File: src/rtl/fetch_stage.sv
// Instruction-fetch stage: owns the PC, drives the instruction-memory address
// and holds the fetched word in an IF/ID register handed to decode by valid/ready.
module fetch_stage #(
    parameter logic [63:0] RESET_PC  = 64'h0,
    parameter logic [31:0] NOP_INSTR = 32'h0000_0013
) (
    input  logic        clk,
    input  logic        rst_n,
    input  logic        fetch_en,
    input  logic        redirect_valid,
    input  logic [63:0] redirect_pc,
    output logic [63:0] imem_addr,
    input  logic [31:0] imem_instr,
    output logic        if_valid,
    input  logic        if_ready,
    output logic [63:0] if_pc,
    output logic [31:0] if_instr,
    output logic        if_misaligned,
    output logic [31:0] fetch_count
);

    typedef enum logic [0:0] {
        RUN   = 1'b0,
        FAULT = 1'b1
    } state_t;

    state_t      state_r;
    logic [63:0] pc_r;
    logic        xfer_s;
    logic        free_s;
    logic        fire_s;
    logic        misaligned_s;

    // Handshake and fetch-permission terms for the current cycle.
    always_comb begin
        xfer_s       = if_valid && if_ready;
        free_s       = !if_valid || if_ready;
        misaligned_s = (pc_r[1:0] != 2'b00);
        if (state_r == RUN) begin
            fire_s = fetch_en && free_s && !redirect_valid;
        end else begin
            fire_s = 1'b0;
        end
    end

    assign imem_addr = pc_r;

    // PC, fault state machine, IF/ID register and transfer counter.
    always_ff @(posedge clk or negedge rst_n) begin
        if (!rst_n) begin
            pc_r          <= RESET_PC;
            state_r       <= RUN;
            if_valid      <= 1'b0;
            if_pc         <= 64'h0;
            if_instr      <= 32'h0;
            if_misaligned <= 1'b0;
            fetch_count   <= 32'h0;
        end else begin
            // A transfer completes even when a redirect squashes the slot refill.
            if (xfer_s) begin
                fetch_count <= fetch_count + 32'd1;
            end else begin
                fetch_count <= fetch_count;
            end

            if (redirect_valid) begin
                pc_r     <= redirect_pc;
                state_r  <= RUN;
                if_valid <= 1'b0;
            end else if (fire_s) begin
                if_pc    <= pc_r;
                if_valid <= 1'b1;
                if (misaligned_s) begin
                    // Park on the faulting PC until execute redirects us.
                    if_instr      <= NOP_INSTR;
                    if_misaligned <= 1'b1;
                    state_r       <= FAULT;
                end else begin
                    if_instr      <= imem_instr;
                    if_misaligned <= 1'b0;
                    pc_r          <= pc_r + 64'd4;
                end
            end else if (xfer_s) begin
                if_valid <= 1'b0;
            end else begin
                if_valid <= if_valid;
            end
        end
    end

endmodule

File: config.mk
export PLATFORM = sky130hd
export DESIGN_NAME = fetch_stage
export DESIGN_NICKNAME = d
export VERILOG_FILES = /design/src/rtl/fetch_stage.sv
export SDC_FILE = /design/constraint.sdc
export NUM_CORES = 1
export LEC_CHECK = 0
export ABC_AREA = 1
export ABC_CLOCK_PERIOD_IN_PS = 2800
export BUFFER_PORTS_ARGS = -buffer_cell sky130_fd_sc_hd__buf_2
export CORE_ASPECT_RATIO = 0.75
export CORE_MARGIN = 2
export CORE_UTILIZATION = 45
export CTS_BUF_LIST = sky130_fd_sc_hd__clkbuf_4
export CTS_CLUSTER_DIAMETER = 200
export DETAILED_ROUTE_END_ITERATION = 10
export PLACE_DENSITY = 0.7
export SLEW_MARGIN = 20
export SYNTH_ARGS = -nofsm -noshare
export SYNTH_HDL_FRONTEND = slang
export SYNTH_SLANG_ARGS = --single-unit
File: constraint.sdc
create_clock -name clk -period 2.8 [get_ports clk]
set_clock_uncertainty 0.15 [all_clocks]
set_input_delay 0.14 -clock clk [delete_from_list [all_inputs] [get_ports clk]]
set_output_delay 0.14 -clock clk [all_outputs]
set_load 0.1 [all_outputs]
; ---- Word level (Yosys, flattened, before mapping)
; Index checks and enable logic that the tools add are counted.
[word_totals]
regBits = 195
output_inout_bits = 194
word_cells = 36
[op_classes]
add_sub_neg = 2
n_eq_ne = 1
muxes = 12
bitwise = 1
reduce_logical = 13
[ops]
columns = cell, n
row1 = 64-bit 2-to-1 mux, 3
row2 = "64-bit by 3-bit adder with 64-bit output, second input constant", 1
row3 = "32-bit by 1-bit adder with 32-bit output, second input constant", 1
row4 = 32-bit 2-to-1 mux, 1
row5 = 1-bit 2-to-1 mux, 8
row6 = 2-bit AND reduction, 3
row7 = 2-bit nonzero test, 3
row8 = 1-bit logical AND, 3
row9 = 3-bit nonzero test, 1
row10 = 1-bit zero test, 2
row11 = "2-bit inequality test, second input constant", 1
row12 = 1-bit logical OR, 1
row13 = 1-bit NOT, 1

; ---- Logic depth before layout (Yosys ltp)
[logic_depth]
depth_word = 7
depth_mapped = 12
depth_no_buf = 12

; ---- Worst setup path after synthesis
; OpenSTA, ideal clock, no wires.
[synth_path]
kind = register to register
from = register pc_r[3], in the netlist imem_addr[3]
to = register pc_r[40], in the netlist imem_addr[40]
arrival_time_ns = 2.322
t_required_ns = 2.530
setup_slack_ns = 0.207
stages_incl_launch_ff = 13
path_buffers = 0
cell_sequence = dfrtp_1 > ha_1 > nand2_2 > nor2_2 > nand2_2 > inv_2 > nand2_1 > nor2_4 > nand2_1 > nand2_1 > nand3_1 > nand2_1 > nand2_1
[synth_between]
elab_chain_len = 4
[synth_lines]
columns = element, line
row1 = from (decl), 28  ; logic [63:0] pc_r;
row2 = from (signal assigned), 67  ; pc_r <= redirect_pc;
row3 = from (signal assigned), 81  ; pc_r <= pc_r + 64'd4;
row4 = 64-bit by 3-bit adder with 64-bit output, 81
row5 = 64-bit 2-to-1 mux, 73  ; if (misaligned_s) begin
row6 = 64-bit 2-to-1 mux, 70  ; end else if (fire_s) begin
row7 = 64-bit 2-to-1 mux, 66  ; if (redirect_valid) begin
; Every way passes these cells. The select of a mux whose other input is x is not followed.
; A chain may end at the register's enable or synchronous reset.

; ---- Worst setup path after layout
[layout_path]
from = register state_r
to = register if_instr[1]
[layout_between]
elab_chain_len = 2
[layout_lines]
columns = element, line
row1 = from (decl), 27  ; state_t state_r;
row2 = from (signal assigned), 52  ; state_r <= RUN;
row3 = from (signal assigned), 68  ; state_r <= RUN;
row4 = from (signal assigned), 77  ; state_r <= FAULT;
row5 = 1-bit 2-to-1 mux, 39  ; if (state_r == RUN) begin
row6 = 2-bit AND reduction (no line), -
row7 = to (signal assigned), 79  ; if_instr <= imem_instr;
row8 = to (decl), 17  ; output logic [31:0] if_instr,
; Every way passes these cells.

==> impl_metrics.xml <==
<?xml version="1.0" encoding="UTF-8"?>
<metrics>
  <group name="worst_setup_path">
    <metric name="worst-endpoint-required" unit="ns">3.17</metric>
    <metric name="crit_type" unit="">flop to flop</metric>
    <metric name="path_max_fanout" unit="">11</metric>
    <metric name="crit_path_start_kind" unit="">flop</metric>
    <metric name="critical_path_arrival" unit="ns">3.01</metric>
    <metric name="worstSetupEndpointType" unit="">flop</metric>
  </group>
  <group name="logic_synthesis">
    <metric name="netlist_area_before_placement" unit="sq um">10600</metric>
    <metric name="synth_enable_flop_cells" unit="">0</metric>
    <metric name="yosysTopAreaCellShare" unit="">0.461</metric>
    <metric name="largest_family_of_logic_cells_by_synthesized_area" unit="">simple AND/OR/NAND/NOR gates</metric>
    <metric name="asyncSetResetFlopFracSynth" unit="">1.00</metric>
    <metric name="ys_seq_elements" unit="">195</metric>
    <metric name="yosysTopAreaCell" unit="">sky130_fd_sc_hd__dfrtp_1</metric>
    <metric name="synthesis.yosys.warnings" unit="">0</metric>
    <metric name="most_repeated_cell_in_the_gate_level_netlist_after_synthesis" unit="">sky130_fd_sc_hd__nand2_1</metric>
    <metric name="yosys.area_share.simple" unit="">0.328</metric>
    <metric name="synthTopCellsByCount" unit="">sky130_fd_sc_hd__nand2_1, sky130_fd_sc_hd__nor2_1, sky130_fd_sc_hd__dfrtp_1, sky130_fd_sc_hd__inv_1, sky130_fd_sc_hd__o21ai_0</metric>
    <metric name="avgSynthCellArea" unit="sq um">7.19</metric>
    <metric name="synth.net_count" unit="">1575</metric>
    <metric name="yosys-mux-area-fraction" unit="">0</metric>
    <metric name="xor_xnor_share_of_the_synthesized_area" unit="">0.0207</metric>
    <metric name="yosys.area_share.adder" unit="">0.00236</metric>
    <metric name="synth_area_leaders" unit="">sky130_fd_sc_hd__dfrtp_1, sky130_fd_sc_hd__nand2_1, sky130_fd_sc_hd__nor2_1</metric>
    <metric name="synth.lib_cells_used.distinct" unit="">39</metric>
    <metric name="synthFlopType" unit="">sky130_fd_sc_hd__dfrtp_1</metric>
    <metric name="synth_compound_gate_area_share" unit="">0.112</metric>
    <metric name="syn-instance-count" unit="">1472</metric>
    <metric name="synth_sequential_area_ratio" unit="">0.461</metric>
  </group>
  <group name="place">
    <metric name="place_congestion" unit="">0.972</metric>
    <metric name="placed_instance_area" unit="sq um">12400</metric>
    <metric name="dpl.hpwl" unit="um">28800</metric>
    <metric name="placed_cells_incl_taps" unit="">2035</metric>
    <metric name="dp_slack" unit="ns">0.467</metric>
    <metric name="place.port_buffers" unit="">294</metric>
  </group>
  <group name="die">
    <metric name="die-height" unit="um">137</metric>
    <metric name="fp.dieArea" unit="sq um">24800</metric>
    <metric name="floorplan.rows" unit="">48</metric>
    <metric name="design.core.area" unit="sq um">23100</metric>
    <metric name="start_util" unit="">0.459</metric>
    <metric name="chipWidth" unit="um">181</metric>
    <metric name="io-pin-count" unit="">295</metric>
  </group>
  <group name="sta">
    <metric name="timing.hold.ws" unit="ns">0.0440</metric>
    <metric name="hold_violations" unit="">0</metric>
    <metric name="final_critical_path_setup_slack" unit="ns">0.160</metric>
    <metric name="final_setup_violation_count" unit="">0</metric>
    <metric name="finalCriticalPeriod" unit="ns">2.64</metric>
    <metric name="max_slew_headroom" unit="">0.616</metric>
    <metric name="rsz0062_at_grt" unit="">false</metric>
    <metric name="timing.final.crit_share" unit="">0.943</metric>
    <metric name="pins_over_slew_limit" unit="">0</metric>
    <metric name="fin_setup_tns" unit="ns">0</metric>
    <metric name="max_freq" unit="GHz">0.379</metric>
    <metric name="tightest_slew" unit="ns">0.577</metric>
  </group>
  <group name="clock_tree">
    <metric name="htreeDepth" unit="">4</metric>
    <metric name="path_clk_slew" unit="ns">0.16</metric>
    <metric name="cts_tree" unit="">built</metric>
    <metric name="tritoncts_num_sinks" unit="">195</metric>
    <metric name="clk_root_buffer_cell" unit="">sky130_fd_sc_hd__clkbuf_4</metric>
    <metric name="clk_latency" unit="ns">0.62</metric>
    <metric name="number_of_cts_inserted_buffers" unit="">17</metric>
    <metric name="clock_path_buffers" unit="">2</metric>
  </group>
  <group name="pwr">
    <metric name="share_of_total_power_in_sequential_cells" unit="">0.339</metric>
    <metric name="swShare" unit="">0.572</metric>
    <metric name="power.static_leakage" unit="nW">7.22</metric>
    <metric name="intPower" unit="W">0.00476</metric>
    <metric name="power-per-cell-area" unit="nW/um^2">806</metric>
    <metric name="combinationalPowerShare" unit="">0.517</metric>
    <metric name="power.share.clock" unit="">0.144</metric>
    <metric name="max_rail_drop_vdd" unit="mV">0.506</metric>
    <metric name="p_sw" unit="W">0.00636</metric>
  </group>
  <group name="routing">
    <metric name="dr.max_layer_used" unit="">met4</metric>
    <metric name="post_drt_wl_per_cell" unit="um">18.0</metric>
    <metric name="detailedRoute.firstIterationViolations" unit="">1218</metric>
    <metric name="remaining_drc_errors" unit="">0</metric>
    <metric name="drt_pre_antenna_iters" unit="">6</metric>
    <metric name="wl_met2" unit="um">16800</metric>
    <metric name="drt-met1-wl" unit="um">17000</metric>
    <metric name="post_drt_via_cell_ratio" unit="">5.28</metric>
    <metric name="met3_length" unit="um">4140</metric>
    <metric name="antenna_violating_nets_post_route" unit="">0</metric>
    <metric name="postRouteWirelength" unit="um">39100</metric>
    <metric name="num_vias" unit="">11500</metric>
  </group>
  <group name="layout">
    <metric name="syn_to_final_growth" unit="%">30.2</metric>
    <metric name="postLayoutCellArea" unit="sq um">13800</metric>
    <metric name="layout.cells.non_filler" unit="">2175</metric>
    <metric name="final_layout_size_suffix_gt1_frac" unit="">0.196</metric>
    <metric name="design.final.nets" unit="">1964</metric>
  </group>
  <group name="global_routing">
    <metric name="grt_overflow_total" unit="">0</metric>
    <metric name="antenna_found_initial" unit="">1</metric>
    <metric name="track_usage" unit="">0.318</metric>
    <metric name="maximum_number_of_pins_on_one_net_before_global_route_repair" unit="">154</metric>
    <metric name="vias_in_the_first_global_route" unit="">10800</metric>
    <metric name="grt_first_pass_wirelength" unit="um">60100</metric>
  </group>
  <group name="worst_hold_path">
    <metric name="hold_path_class" unit="">input pin to flop</metric>
  </group>
  <group name="outcome">
    <metric name="run_status" unit="">finished, final reports clean</metric>
  </group>
  <group name="run">
    <metric name="cap_violations" unit="">0</metric>
  </group>
</metrics>
## what timing repair did
action | in CTS | in global routing
hold endpoints to repair | 309 | 0
hold buffers | 107 | 0
setup buffers | 0 | 0
endpoints found under the setup margin | 0 | 11
gates resized for setup | 0 | 3
## cells in the final DEF (no fill, tap or decap), drive strengths merged, types with 3 or more instances in the layout
cell,instances
nand2,487
buf,310
nor2,233
dfrtp,195
inv,163
o21ai,107
dlygate4sd3,106
nand3,83
a21oi,30
a22o,29
nand4,20
nor3,20
xor2,19
clkbuf,19
o211ai,11
xnor2,6
clkinv,6
o21bai,4
o22ai,4
o22a,3
a31oi,3
a22oi,3
## routing by layer
metal | up-vias | GRT usage
met4 | 0 | 0.104
li1 | 5472 | -
met2 | 605 | 0.489
met5 | - | 0
met3 | 80 | 0.0785
met1 | 5319 | 0.443
## through the flow
step	total power [W]	util
after floorplan	0.00822	-
after global placement	0.00936	0.537
after detailed placement	0.00939	0.537
after CTS	0.0111	0.597
after global routing	0.0116	0.598
final	0.0111	0.598
## worst paths after layout
path	startpoint	end	slack (ns)	cells past startpoint
hold / removal	redirect_valid	if_valid$_DFFE_PN0P_	0.04	5
setup reg to reg	state_r$_DFFE_PN0P_	if_instr[1]$_DFFE_PN0P_	0.16	7
hold reg to reg	if_pc[43]$_DFFE_PN0P_	if_pc[43]$_DFFE_PN0P_	0.35	2
min in group asynchronous	rst_n	imem_addr[32]$_DFFE_PN0P_	0.51	4
setup / recovery	state_r$_DFFE_PN0P_	if_instr[1]$_DFFE_PN0P_	0.16	7
max in group asynchronous	rst_n	if_instr[8]$_DFFE_PN0P_	1.64	4
## cells by family (layout without fill, tap and decap cells)
family                   after synthesis  in the layout
AO/OA/AOI/OAI                        199            199
buffers and inverters                205            607
XOR/XNOR                              25             25
AND/OR/NAND/NOR                      846            846
adder cells (fa/ha/maj)                2              2
other                                  0              1
flip-flops                           195            195
## power groups by stage
stage / clock network (W) / registers (W) / logic [W]
floorplan: 0 / 0.00733 / 0.000893
global placement: 0 / 0.00378 / 0.00557
detailed placement: 0 / 0.00380 / 0.00559
CTS: 0.00164 / 0.00375 / 0.00573
global route: 0.00176 / 0.00383 / 0.00598
finish: 0.00160 / 0.00377 / 0.00575
## layout make-up
cell class / instances / area [sq um]
fill: 2186 / 9280
multi-input combinational: 1072 / 4900
sequential: 195 / 4880
timing repair buffer: 417 / 2750
inverter: 158 / 597
tap: 300 / 375
clock inverter: 14 / 149
clock buffer: 18 / 135
antenna: 1 / 2.50
## worst max-delay path: stages (launching register included)
cell                            delay, ns
sky130_fd_sc_hd__dfrtp_1             0.41
sky130_fd_sc_hd__nor2_1              0.18
sky130_fd_sc_hd__nand3_4             0.10
sky130_fd_sc_hd__dlygate4sd3_1       0.58
sky130_fd_sc_hd__inv_2               0.22
sky130_fd_sc_hd__nand2_4             0.16
sky130_fd_sc_hd__o22a_1              0.19
sky130_fd_sc_hd__dlygate4sd3_1       0.56
## sequential cells by signal (all words and copies together), names as in the netlist
register / cells
state_r: 1
imem_addr: 64
if_valid: 1
fetch_count: 32
if_misaligned: 1
if_instr: 32
if_pc: 64
No activity file was read; power rests on OpenSTA's default activity.
